### config.mk
export PLATFORM = sky130hd
export DESIGN_NAME = mips_mmio_flat
export DESIGN_NICKNAME = d
export VERILOG_FILES = /design/src/rtl/mips_mmio_pkg.sv /design/src/rtl/mips_mmio_if.sv /design/src/rtl/mips_mmio_sync_edge.sv /design/src/rtl/mips_mmio.sv /design/src/flat_wrapper.sv
export SDC_FILE = /design/constraint.sdc
export NUM_CORES = 1
export LEC_CHECK = 0
export BUFFER_PORTS_ARGS = -buffer_cell sky130_fd_sc_hd__buf_2
export CORE_ASPECT_RATIO = 1.1
export CORE_MARGIN = 5
export CORE_UTILIZATION = 46
export CTS_CLUSTER_SIZE = 25
export DETAILED_ROUTE_END_ITERATION = 12
export PLACE_DENSITY_LB_ADDON = 0.12
export SLEW_MARGIN = 0
export SYNTH_ARGS = -nofsm -noshare
export SYNTH_HDL_FRONTEND = slang
export SYNTH_SLANG_ARGS = --single-unit
### constraint.sdc
create_clock -name clk -period 1.85 [get_ports clk]
set_input_delay 0.2775 -clock clk [delete_from_list [all_inputs] [get_ports clk]]
set_output_delay 0.2775 -clock clk [all_outputs]
set_load 0.02 [all_outputs]
### src/rtl/mips_mmio_pkg.sv
// mips_mmio_pkg -- shared constants for the memory-mapped I/O window.
// Offsets are addr[6:0] inside the 128-word window. The upper three offset
// bits select the register group and the lower four bits select the channel.
package mips_mmio_pkg;

  localparam logic [6:0] OFS_OUT  = 7'h00;
  localparam logic [6:0] OFS_SET  = 7'h10;
  localparam logic [6:0] OFS_CLR  = 7'h20;
  localparam logic [6:0] OFS_TGL  = 7'h30;
  localparam logic [6:0] OFS_IN   = 7'h40;
  localparam logic [6:0] OFS_EDGE = 7'h50;
  localparam logic [6:0] OFS_IEN  = 7'h60;

  // Returns the group-select field of an offset.
  function automatic logic [2:0] ofs_grp(input logic [6:0] ofs);
    return ofs[6:4];
  endfunction

endpackage

### src/rtl/mips_mmio_if.sv
// mips_mmio_if -- core-side bus between the CPU datapath and the I/O window.
//   addr  : word address (ALU result)     wdata : store data
//   we    : store strobe                  hit   : addr lies inside the window
//   rdata : combinational read data, 0 when hit=0
// Handshake: there is no valid/ready pair. A store is one cycle with we=1,
// and it commits at the rising clk edge when hit=1. Reads are combinational
// from addr and are always accepted. The slave never stalls the master.
interface mips_mmio_if #(
  parameter int ADDR_W = 32,
  parameter int DATA_W = 32
);
  logic [ADDR_W-1:0] addr;
  logic [DATA_W-1:0] wdata;
  logic              we;
  logic              hit;
  logic [DATA_W-1:0] rdata;

  modport master (output addr, output wdata, output we, input hit, input rdata);
  modport slave  (input addr, input wdata, input we, output hit, output rdata);
endinterface

### src/rtl/mips_mmio_sync_edge.sv
// sync_edge -- 2-flop synchroniser plus sticky rising-edge flags for one
// input channel.
//   clk, rst_n : clock and asynchronous active-low reset
//   i_async    : raw external input bits
//   i_clr      : write-1-to-clear mask for the edge flags (one cycle)
//   o_sync     : synchronised input
//   o_edge     : sticky edge flags
module sync_edge #(
  parameter int W = 4
) (
  input  logic         clk,
  input  logic         rst_n,
  input  logic [W-1:0] i_async,
  input  logic [W-1:0] i_clr,
  output logic [W-1:0] o_sync,
  output logic [W-1:0] o_edge
);

  logic [W-1:0] r_meta;
  logic [W-1:0] r_sync;
  logic [W-1:0] r_prev;
  logic [W-1:0] r_edge;

  always_ff @(posedge clk or negedge rst_n) begin
    if (!rst_n) begin
      r_meta <= '0;
      r_sync <= '0;
      r_prev <= '0;
      r_edge <= '0;
    end else begin
      r_meta <= i_async;
      r_sync <= r_meta;
      r_prev <= r_sync;
      // The set term is ORed in after the clear, so a new edge beats a
      // simultaneous W1C of the same bit.
      r_edge <= (r_edge & ~i_clr) | (r_sync & ~r_prev);
    end
  end

  assign o_sync = r_sync;
  assign o_edge = r_edge;

endmodule

### src/rtl/mips_mmio.sv
// mips_mmio -- 128-word memory-mapped I/O window for a small MIPS core.
// It provides output registers with SET/CLR/TGL aliases, synchronised inputs
// with sticky edge flags, and an interrupt enable mask.
//   clk, rst_n : clock and asynchronous active-low reset
//   bus        : mips_mmio_if slave (addr, wdata, we -> hit, rdata)
//   in_data    : asynchronous inputs, channel j in slice j (IN_W bits each)
//   out_data   : output registers, channel i in slice i (DATA_W bits each)
//   irq        : OR of edge flags that have their enable bit set
module mips_mmio
  import mips_mmio_pkg::*;
#(
  parameter int DATA_W  = 32,
  parameter int ADDR_W  = 32,
  parameter int BASE    = 32'h80,
  parameter int NUM_OUT = 2,
  parameter int NUM_IN  = 2,
  parameter int IN_W    = 4
) (
  input  logic                      clk,
  input  logic                      rst_n,
  mips_mmio_if.slave                bus,
  input  logic [NUM_IN*IN_W-1:0]    in_data,
  output logic [NUM_OUT*DATA_W-1:0] out_data,
  output logic                      irq
);

  localparam int IEN_W = NUM_IN * IN_W;
  localparam logic [ADDR_W-1:0] L_BASE = ADDR_W'(BASE);

  logic [DATA_W-1:0] r_out [NUM_OUT];
  logic [IEN_W-1:0]  r_ien;

  logic [6:0]        w_off;
  logic [2:0]        w_grp;
  logic [3:0]        w_idx;
  logic              w_hit;
  logic              w_wr;
  logic [IN_W-1:0]   w_clr  [NUM_IN];
  logic [IN_W-1:0]   w_sync [NUM_IN];
  logic [IN_W-1:0]   w_edge [NUM_IN];
  logic [IEN_W-1:0]  w_edge_flat;
  logic [DATA_W-1:0] w_rdata;

  assign w_off = bus.addr[6:0];
  assign w_grp = w_off[6:4];
  assign w_idx = w_off[3:0];
  assign w_hit = (bus.addr[ADDR_W-1:7] == L_BASE[ADDR_W-1:7]);
  assign w_wr  = bus.we & w_hit;

  // Per-channel synchroniser and edge detector
  for (genvar j = 0; j < NUM_IN; j++) begin : g_in
    assign w_clr[j] = (w_wr && w_grp == ofs_grp(OFS_EDGE) && w_idx == 4'(j))
                      ? bus.wdata[IN_W-1:0] : '0;

    sync_edge #(.W(IN_W)) u_sync_edge (
      .clk     (clk),
      .rst_n   (rst_n),
      .i_async (in_data[j*IN_W +: IN_W]),
      .i_clr   (w_clr[j]),
      .o_sync  (w_sync[j]),
      .o_edge  (w_edge[j])
    );

    assign w_edge_flat[j*IN_W +: IN_W] = w_edge[j];
  end

  // Output registers and interrupt enable. The operations apply to the
  // registered value each cycle, so consecutive SET/CLR/TGL stores accumulate.
  always_ff @(posedge clk or negedge rst_n) begin
    if (!rst_n) begin
      for (int i = 0; i < NUM_OUT; i++) r_out[i] <= '0;
      r_ien <= '0;
    end else if (w_wr) begin
      for (int i = 0; i < NUM_OUT; i++) begin
        if (w_idx == 4'(i)) begin
          if (w_grp == ofs_grp(OFS_OUT))      r_out[i] <= bus.wdata;
          else if (w_grp == ofs_grp(OFS_SET)) r_out[i] <= r_out[i] | bus.wdata;
          else if (w_grp == ofs_grp(OFS_CLR)) r_out[i] <= r_out[i] & ~bus.wdata;
          else if (w_grp == ofs_grp(OFS_TGL)) r_out[i] <= r_out[i] ^ bus.wdata;
        end
      end
      if (w_off == OFS_IEN) r_ien <= IEN_W'(bus.wdata);
    end
  end

  // Read mux. Out-of-range channel indices and unmapped offsets fall through to 0.
  always_comb begin
    w_rdata = '0;
    if (w_hit) begin
      if (w_grp == ofs_grp(OFS_OUT) || w_grp == ofs_grp(OFS_SET) ||
          w_grp == ofs_grp(OFS_CLR) || w_grp == ofs_grp(OFS_TGL)) begin
        for (int i = 0; i < NUM_OUT; i++)
          if (w_idx == 4'(i)) w_rdata = r_out[i];
      end else if (w_grp == ofs_grp(OFS_IN)) begin
        for (int j = 0; j < NUM_IN; j++)
          if (w_idx == 4'(j)) w_rdata = DATA_W'(w_sync[j]);
      end else if (w_grp == ofs_grp(OFS_EDGE)) begin
        for (int j = 0; j < NUM_IN; j++)
          if (w_idx == 4'(j)) w_rdata = DATA_W'(w_edge[j]);
      end else if (w_off == OFS_IEN) begin
        w_rdata = DATA_W'(r_ien);
      end
    end
  end

  for (genvar i = 0; i < NUM_OUT; i++) begin : g_out
    assign out_data[i*DATA_W +: DATA_W] = r_out[i];
  end

  assign bus.hit   = w_hit;
  assign bus.rdata = w_rdata;
  assign irq       = |(w_edge_flat & r_ien);

endmodule

### src/flat_wrapper.sv
// flat-port wrapper written by rule: the top's interface ports become plain ports
module mips_mmio_flat import mips_mmio_pkg::*;
#(
  parameter int DATA_W  = 32,
  parameter int ADDR_W  = 32,
  parameter int BASE    = 32'h80,
  parameter int NUM_OUT = 2,
  parameter int NUM_IN  = 2,
  parameter int IN_W    = 4
)
  (clk, rst_n, in_data, out_data, irq, bus_addr, bus_wdata, bus_we, bus_hit, bus_rdata);
  mips_mmio_if #(.ADDR_W(ADDR_W), .DATA_W(DATA_W)) bus_i ();
  input  logic clk;
  input  logic rst_n;
  input  logic [NUM_IN*IN_W-1:0] in_data;
  output logic [NUM_OUT*DATA_W-1:0] out_data;
  output logic irq;
  input wire logic [$bits(bus_i.addr)-1:0] bus_addr;
  input wire logic [$bits(bus_i.wdata)-1:0] bus_wdata;
  input wire logic [$bits(bus_i.we)-1:0] bus_we;
  output wire logic [$bits(bus_i.hit)-1:0] bus_hit;
  output wire logic [$bits(bus_i.rdata)-1:0] bus_rdata;
  assign bus_i.addr = bus_addr;
  assign bus_i.wdata = bus_wdata;
  assign bus_i.we = bus_we;
  assign bus_hit = bus_i.hit;
  assign bus_rdata = bus_i.rdata;
  mips_mmio #(.DATA_W(DATA_W), .ADDR_W(ADDR_W), .BASE(BASE), .NUM_OUT(NUM_OUT), .NUM_IN(NUM_IN), .IN_W(IN_W)) u_core (.clk(clk), .rst_n(rst_n), .bus(bus_i), .in_data(in_data), .out_data(out_data), .irq(irq));
endmodule
==> flow_summary.yaml, run 1 <==
timing:
  grt_setup_unrepaired: "true"
  final_count_of_pins_violating_max_slew: 0
  slew-limit-headroom: 0.577
  sum_of_negative_setup_slack_ns: -4.90
  setup-violations-final: 32
  hold_slack_ns: -0.0733
  timing.fmax_mhz: 491
  period_minus_slack_ns: 2.04
  timing.final.hold_violations: 14
  transition_time_at_the_pin_with_the_least_slew_margin_ns: 0.634
  skew_ns: 0.00586
  final_min_period_over_clock_period: 1.10
  final.setup.worst_slack_ns: -0.186
logic_synthesis:
  ys_async_sr_fraction: 1.00
  synthesis.instances: 919
  synthesized_area_um2: 8490
  yosysWarnings: 0
  ys_seq_area_frac: 0.307
  avgSynthCellArea_um2: 9.24
  number_of_enable_type_register_cells_in_the_synthesized_netlist: 0
  yosys_register_bits: 104
  netlist-cell-type-count: 37
  postSynthNetCount: 1122
  synth_flop_cell: "sky130_fd_sc_hd__dfrtp_1"
drt:
  drtAntennaViolNets: 0
  routedLengthMet1_um: 11400
  drcViolationCount: 0
  totalWireLength_um: 25400
  detailedRoute.firstIterationViolations: 633
  wl_per_cell_um: 18.6
  detailroute.wirelength.met3_um: 1550
  number_of_vias_after_detailed_routing: 7864
  avgViaCountPerCell: 5.76
  highest_metal_layer_used_by_the_detailed_router: "met4"
  met2_length_um: 11900
  firstDrtPassIters: 6
global_route:
  groute.usage.overall: 0.225
  antenna_found_initial: 0
  wire_length_of_the_first_global_routing_pass_um: 39700
  gr-total-overflow: 0
  number_of_global_route_vias_before_repair: 7531
  grt_max_degree: 105
placed_design:
  dpl_cell_area_um2: 10200
  hpwl_after_detailed_placement_um: 17000
  io_buffers: 172
  place.gp.congestion: 0.850
floorplan:
  start_util: 0.464
  die_x_um: 140
  die_area_um2: 21300
  die_y_um: 152
  placeable_area_um2: 18300
  ios: 173
  placement_rows: 52
worst_setup_path:
  worstPathMaxFanout: 7
  reg2reg_setup_slack_ns: 0.28
  reg2reg_to: "u_core.out_data[37]"
  critical_path_arrival_ns: 1.76
  critical_path.reg2reg.startpoint: "u_core.out_data[37]"
  nature_of_the_critical_path_startpoint: "primary input"
  critical_path_required_ns: 1.57
  category_of_the_critical_setup_timing_path: "primary input to output pin"
  ff2ff_path_depth: 6
  endpoint_kind_of_the_worst_setup_timing_path: "output pin"
clock_network:
  max-clock-path-buffers: 2
  root_buffer: "sky130_fd_sc_hd__clkbuf_16"
  cts_buffers: 9
  worst_skew_pair.late_latency_ns: 0.37
  cts_htree_levels: 3
  cts_tree: "done"
  cts_sinks: 104
  path_clk_slew_ns: 0.09
run:
  maxCapViolCount: 0
power_and_ir_drop:
  internal_power_uw: 3710
  power-per-cell-area_nw_per_um2: 471
  irDropWorstVdd_mv: 0.435
  combinational_power_share: 0.183
  power_frac_seq: 0.429
  netSwitchingPower_uw: 1670
  power_frac_clock: 0.388
  netSwitchingFraction: 0.310
  power.static_leakage_uw: 0.00529
cells_and_area:
  num-nets-final: 1321
  layout-drive-gt1-share: 0.335
  ff_latch_area_um2: 2600
  finish.instance_area_um2: 11400
  filler_cell_count: 1566
  area_used_by_multi_input_combinational_logic_um2: 5730
  flow.area_growth_from_synthesis_pct: 34.5
  antenna_cells: 0
worst_hold_path:
  hp-class: "primary input to async pin"
status:
  violated_checks: "negative hold slack, negative setup slack"
  outcome: "complete, but fails checks"
==> power groups by stage <==
stage / Combinational (µW) / Clock [µW] / Sequential [µW]
2_1_floorplan: 584 / 0 / 2350
3_3_place_gp: 905 / 0 / 2350
3_5_place_dp: 915 / 0 / 2350
4_1_cts: 961 / 2130 / 2310
5_1_grt: 1100 / 2210 / 2310
6_report: 984 / 2090 / 2310
==> cells in the final DEF (no fill, tap or decap), types with 4 or more instances in the layout <==
cell / instances
sky130_fd_sc_hd__buf_2: 132
sky130_fd_sc_hd__nor2_4: 22
sky130_fd_sc_hd__o21ai_1: 4
sky130_fd_sc_hd__mux2_4: 21
sky130_fd_sc_hd__o21ai_0: 28
sky130_fd_sc_hd__nor4b_4: 4
sky130_fd_sc_hd__a311oi_4: 4
sky130_fd_sc_hd__a211o_1: 19
sky130_fd_sc_hd__buf_4: 61
sky130_fd_sc_hd__a222oi_1: 26
sky130_fd_sc_hd__dfrtp_1: 104
sky130_fd_sc_hd__a21oi_2: 4
sky130_fd_sc_hd__inv_1: 113
sky130_fd_sc_hd__o21ai_2: 4
sky130_fd_sc_hd__o211ai_1: 18
sky130_fd_sc_hd__a21oi_1: 13
sky130_fd_sc_hd__buf_12: 14
sky130_fd_sc_hd__nand2b_1: 22
sky130_fd_sc_hd__a22oi_2: 22
sky130_fd_sc_hd__a22oi_1: 33
sky130_fd_sc_hd__o22ai_1: 6
sky130_fd_sc_hd__nand2_1: 78
sky130_fd_sc_hd__mux2i_1: 50
sky130_fd_sc_hd__a211oi_1: 19
sky130_fd_sc_hd__clkbuf_16: 13
sky130_fd_sc_hd__dlygate4sd3_1: 6
sky130_fd_sc_hd__a221oi_1: 19
sky130_fd_sc_hd__mux2_2: 9
sky130_fd_sc_hd__nor2_1: 22
sky130_fd_sc_hd__o41ai_1: 6
sky130_fd_sc_hd__buf_6: 34
sky130_fd_sc_hd__ha_1: 128
sky130_fd_sc_hd__a22o_1: 23
==> worst max-delay path: stages <==
cell	delay (ns)
sky130_fd_sc_hd__buf_6	0.10
sky130_fd_sc_hd__or3_4	0.47
sky130_fd_sc_hd__nor3_4	0.22
sky130_fd_sc_hd__buf_12	0.17
sky130_fd_sc_hd__buf_8	0.15
sky130_fd_sc_hd__a22oi_2	0.08
sky130_fd_sc_hd__a21oi_2	0.14
sky130_fd_sc_hd__buf_6	0.14
==> worst max-delay path by stage <==
stage / slack (ns) / from / endpoint
global route: -0.24 / bus_addr[2] / bus_rdata[6]
finish: -0.19 / bus_addr[2] / bus_rdata[6]
detailed placement: -0.28 / bus_addr[11] / u_core.out_data[44]
CTS: -0.16 / bus_addr[1] / bus_rdata[2]
global placement: -0.26 / bus_addr[11] / u_core.out_data[8]
floorplan: -0.10 / bus_addr[8] / u_core.out_data[14]
==> metrics by stage <==
stage	total power, µW	utilization	cells	hold slack, ns	setup WS, ns
CTS	5400	0.603	1353	0.00149	-0.159
global route	5630	0.625	1366	-0.00652	-0.242
global placement	3260	0.560	1324	0.333	-0.257
detailed placement	3270	0.560	1324	0.336	-0.280
finish	5380	0.625	1366	-0.0733	-0.186
floorplan	2930	-	919	-0.0181	-0.100
==> final cells by class <==
cell class,count,share of cell area
tap,243,0.0266
inverter,115,0.0380
sequential,104,0.228
multi-input combinational,632,0.502
timing repair buffer,256,0.177
clock inverter,7,0.00866
clock buffer,9,0.0197
==> logic make-up after synthesis <==
| family | synth area share |
|---|---|
| AO/OA/AOI/OAI | 0.222 |
| adder cells (fa/ha/maj) | 0.189 |
| buffers and inverters | 0.0842 |
| flip-flops | 0.307 |
| multiplexers | 0.0988 |
| AND/OR/NAND/NOR | 0.0996 |
==> metal layers <==
| metal | vias up | GRT usage |
|---|---|---|
| met5 | - | 0 |
| met4 | 0 | 0.0666 |
| met3 | 37 | 0.0424 |
| met2 | 264 | 0.367 |
| met1 | 3839 | 0.304 |
| li1 | 3724 | - |
==> repair_timing <==
action,in CTS,in global routing
gates cloned,3,6
setup endpoints to repair,33,91
hold endpoints to repair,6,0
pin swaps,18,28
setup buffers,4,10
gates resized for setup,100,61
hold buffers,6,0
==> registers in the layout (all words and copies together) (netlist names) <==
signal	flops
u_core.g_in.u_sync_edge.o_sync	8
u_core.g_in.u_sync_edge.r_prev	8
u_core.out_data	64
u_core.r_ien	8
u_core.g_in.u_sync_edge.o_edge	8
u_core.g_in.u_sync_edge.r_meta	8
==> synthesized netlist by cell type, types with 2 or more instances <==
| cell type | count | area (µm²) |
|---|---|---|
| sky130_fd_sc_hd__a222oi_1 | 26 | 260 |
| sky130_fd_sc_hd__mux2_2 | 24 | 270 |
| sky130_fd_sc_hd__o22ai_1 | 6 | 37.5 |
| sky130_fd_sc_hd__nor2_1 | 47 | 176 |
| sky130_fd_sc_hd__o41ai_1 | 6 | 52.6 |
| sky130_fd_sc_hd__buf_4 | 4 | 30.0 |
| sky130_fd_sc_hd__clkbuf_1 | 50 | 188 |
| sky130_fd_sc_hd__or2_2 | 3 | 18.8 |
| sky130_fd_sc_hd__nor4b_4 | 3 | 71.3 |
| sky130_fd_sc_hd__dfrtp_1 | 104 | 2600 |
| sky130_fd_sc_hd__nand2_1 | 81 | 304 |
| sky130_fd_sc_hd__o21ai_0 | 36 | 180 |
| sky130_fd_sc_hd__nor4_1 | 6 | 37.5 |
| sky130_fd_sc_hd__a221oi_1 | 19 | 166 |
| sky130_fd_sc_hd__nand4_1 | 2 | 12.5 |
| sky130_fd_sc_hd__buf_2 | 7 | 35.0 |
| sky130_fd_sc_hd__mux2i_1 | 50 | 500 |
| sky130_fd_sc_hd__a21oi_1 | 17 | 85.1 |
| sky130_fd_sc_hd__a211o_1 | 19 | 166 |
| sky130_fd_sc_hd__inv_1 | 114 | 428 |
| sky130_fd_sc_hd__mux2_1 | 6 | 67.6 |
| sky130_fd_sc_hd__o211ai_1 | 18 | 135 |
| sky130_fd_sc_hd__ha_1 | 128 | 1600 |
| sky130_fd_sc_hd__a22o_1 | 23 | 201 |
| sky130_fd_sc_hd__nor3_1 | 4 | 20.0 |
| sky130_fd_sc_hd__a211oi_1 | 19 | 143 |
| sky130_fd_sc_hd__or4_1 | 2 | 15.0 |
| sky130_fd_sc_hd__a311oi_1 | 4 | 35.0 |
| sky130_fd_sc_hd__nand2b_1 | 22 | 138 |
| sky130_fd_sc_hd__buf_1 | 8 | 30.0 |
| sky130_fd_sc_hd__a22oi_1 | 55 | 413 |
No activity file was read; power rests on OpenSTA's default activity.
==> run 2: changes to the inputs <==
--- a/config.mk
+++ b/config.mk
@@ -11,7 +11,7 @@
 export CORE_UTILIZATION = 46
 export CTS_CLUSTER_SIZE = 25
 export DETAILED_ROUTE_END_ITERATION = 12
-export PLACE_DENSITY_LB_ADDON = 0.12
+export PLACE_DENSITY = 0.71
 export SLEW_MARGIN = 0
 export SYNTH_ARGS = -nofsm -noshare
 export SYNTH_HDL_FRONTEND = slang
==> run 2 against run 1 <==
Net effect: the flow finishes with violations (negative setup slack); global-route usage decreased by 0.23 points; worst hold slack improved by 0.087 ns; count of clock-buffer cells in the layout unchanged; non-clock buffer count decreased by 6; via count increased by 1.1%; die area stayed put; worst setup slack worse by 0.0041 ns; critical endpoint is now bus_rdata[7]; largest cell class unchanged; highest routed layer unchanged.
==> flow_summary.yaml, run 2 (synthesized netlist as in run 1, its figures left out) <==
global_route:
  grt.met3_usage: 0.0377
  groute.usage.overall: 0.223
  wire_length_of_the_first_global_routing_pass_um: 39500
  grt_util_met1: 0.299
  gr-total-overflow: 0
  grt-busiest-layer: "met2"
  number_of_global_route_vias_before_repair: 7683
  antenna_found_initial: 0
  grt.met2_usage: 0.370
  grt_max_degree: 48
cells_and_area:
  flow.area_growth_from_synthesis_pct: 33.6
  largest_register_ff_count: 64
  antenna_cells: 0
  filler_cell_count: 1521
  commonest_cells_after_routing_fill_and_taps_aside: "130 x sky130_fd_sc_hd__buf_2, 128 x sky130_fd_sc_hd__ha_1, 113 x sky130_fd_sc_hd__inv_1"
  num-nets-final: 1316
  layout-drive-gt1-share: 0.323
  final_common_cell: "sky130_fd_sc_hd__buf_2"
drt:
  avgViaCountPerCell: 5.84
  detailedRoute.firstIterationViolations: 714
  firstDrtPassIters: 8
  wl_per_cell_um: 18.4
  totalWireLength_um: 25000
  drtAntennaViolNets: 0
  number_of_vias_after_detailed_routing: 7950
  drcViolationCount: 0
status:
  violated_checks: "negative setup slack"
  outcome: "complete, but fails checks"
clock_network:
  path_clk_slew_ns: 0.08
  cts_tree: "done"
  cts_buffers: 9
  cts_htree_levels: 3
  max-clock-path-buffers: 2
  root_buffer: "sky130_fd_sc_hd__clkbuf_16"
  worst_skew_pair.late_latency_ns: 0.37
  cts_sinks: 104
power_and_ir_drop:
  power_frac_clock: 0.388
  netSwitchingPower_uw: 1660
  irDropWorstVdd_mv: 0.421
  power-per-cell-area_nw_per_um2: 473
  combinational_power_share: 0.182
  power.static_leakage_uw: 0.00523
  netSwitchingFraction: 0.309
  power_frac_seq: 0.430
  internal_power_uw: 3710
worst_setup_path:
  critical_path_arrival_ns: 1.76
  endpoint_kind_of_the_worst_setup_timing_path: "output pin"
  category_of_the_critical_setup_timing_path: "primary input to output pin"
  critical_path_required_ns: 1.57
  nature_of_the_critical_path_startpoint: "primary input"
  worstPathMaxFanout: 14
floorplan:
  placeable_area_um2: 18300
  ios: 173
  placement_rows: 52
  start_util: 0.464
  die_y_um: 152
  die_area_um2: 21300
  die_x_um: 140
placed_design:
  hpwl_after_detailed_placement_um: 17400
  place_worst_setup_slack_ns: -0.300
  place.gp.congestion: 0.854
  io_buffers: 172
timing:
  hold_slack_ns: 0.0138
  grt_setup_unrepaired: "true"
  setup-violations-final: 33
  final_min_period_over_clock_period: 1.10
  timing.final.hold_violations: 0
  period_minus_slack_ns: 2.04
  skew_ns: 0.00880
  slew-limit-headroom: 0.713
  transition_time_at_the_pin_with_the_least_slew_margin_ns: 0.430
  final_count_of_pins_violating_max_slew: 0
  timing.fmax_mhz: 490
  final.setup.worst_slack_ns: -0.190
worst_hold_path:
  hp-class: "primary input to flop"
run:
  maxCapViolCount: 0
## run 2: cell types whose count changed in the layout (fill, tap and decap cells not counted), sizes merged
cell / delta
buf: -3
clkbuf: -3
clkinv: +1
inv: -1
or2: +1
## run 2: path summary, 6_finish.rpt
check / startpoint / end / slack [ns] / cells after the start
setup / recovery: bus_addr[3] / bus_rdata[7] / -0.19 / 7
hold / removal: in_data[7] / u_core.g_in[1].u_sync_edge.r_meta[3] / 0.01 / 1
setup reg to reg: u_core.out_data[44] / u_core.out_data[44] / 0.17 / 5
hold reg to reg: u_core.g_in[1].u_sync_edge.r_meta[2] / u_core.g_in[1].u_sync_edge.o_sync[2] / 0.35 / 0
max in group asynchronous: rst_n / u_core.out_data[52] / 0.95 / 3
min in group asynchronous: rst_n / u_core.out_data[25] / 0.28 / 2
## run 2: timing repair
item                                    4_1_cts  5_1_grt
endpoints found under the setup margin       33       97
hold buffers                                  3        3
pin swaps                                     8       36
setup buffers                                 5        9
cloned                                        2        3
resized for setup                            71       64
endpoints found under the hold margin        10        3
## run 2: layout make-up
class	instances	area, µm²	share of cell area
clock buffer	9	225	0.0199
clock inverter	7	101	0.00894
inverter	115	437	0.0385
multi-input combinational	633	5710	0.503
sequential	104	2600	0.230
tap	243	304	0.0268
timing repair buffer	250	1960	0.173
## run 2: power by group through the flow
stage                     sequential [µW]  combinational (µW)  clock, µW
after global placement               2350                 898          0
final                                2310                 976       2080
after global routing                 2310                1080       2220
after CTS                            2310                 946       2120
after detailed placement             2350                 921          0
after floorplan                      2350                 584          0
## run 2: per-layer routing
layer	up-vias	share of wire	wire, µm
met5	-	0	0
met1	3905	0.44	11000
met4	0	0.016	408
met3	31	0.058	1460
li1	3724	-	-
met2	290	0.49	12200
## run 2: worst max-delay path, cell delays in order
cell and delay, ns:
sky130_fd_sc_hd__buf_6 0.09, sky130_fd_sc_hd__or3_4 0.48, sky130_fd_sc_hd__nor3_4 0.22, sky130_fd_sc_hd__buf_6 0.22, sky130_fd_sc_hd__a22oi_1 0.14, sky130_fd_sc_hd__a21oi_4 0.19, sky130_fd_sc_hd__buf_6 0.14
## run 2: per-stage QoR
step	setup TNS (ns)	total power, µW	instances	area, µm²	util
3_3_place_gp	-18.75	3250	1325	10300	0.563
6_report	-4.67	5360	1361	11300	0.620
5_1_grt	-7.23	5620	1361	11300	0.620
3_5_place_dp	-22.94	3270	1325	10300	0.563
2_1_floorplan	-2.68	2930	919	8840	-
4_1_cts	-3.69	5370	1351	10900	0.599
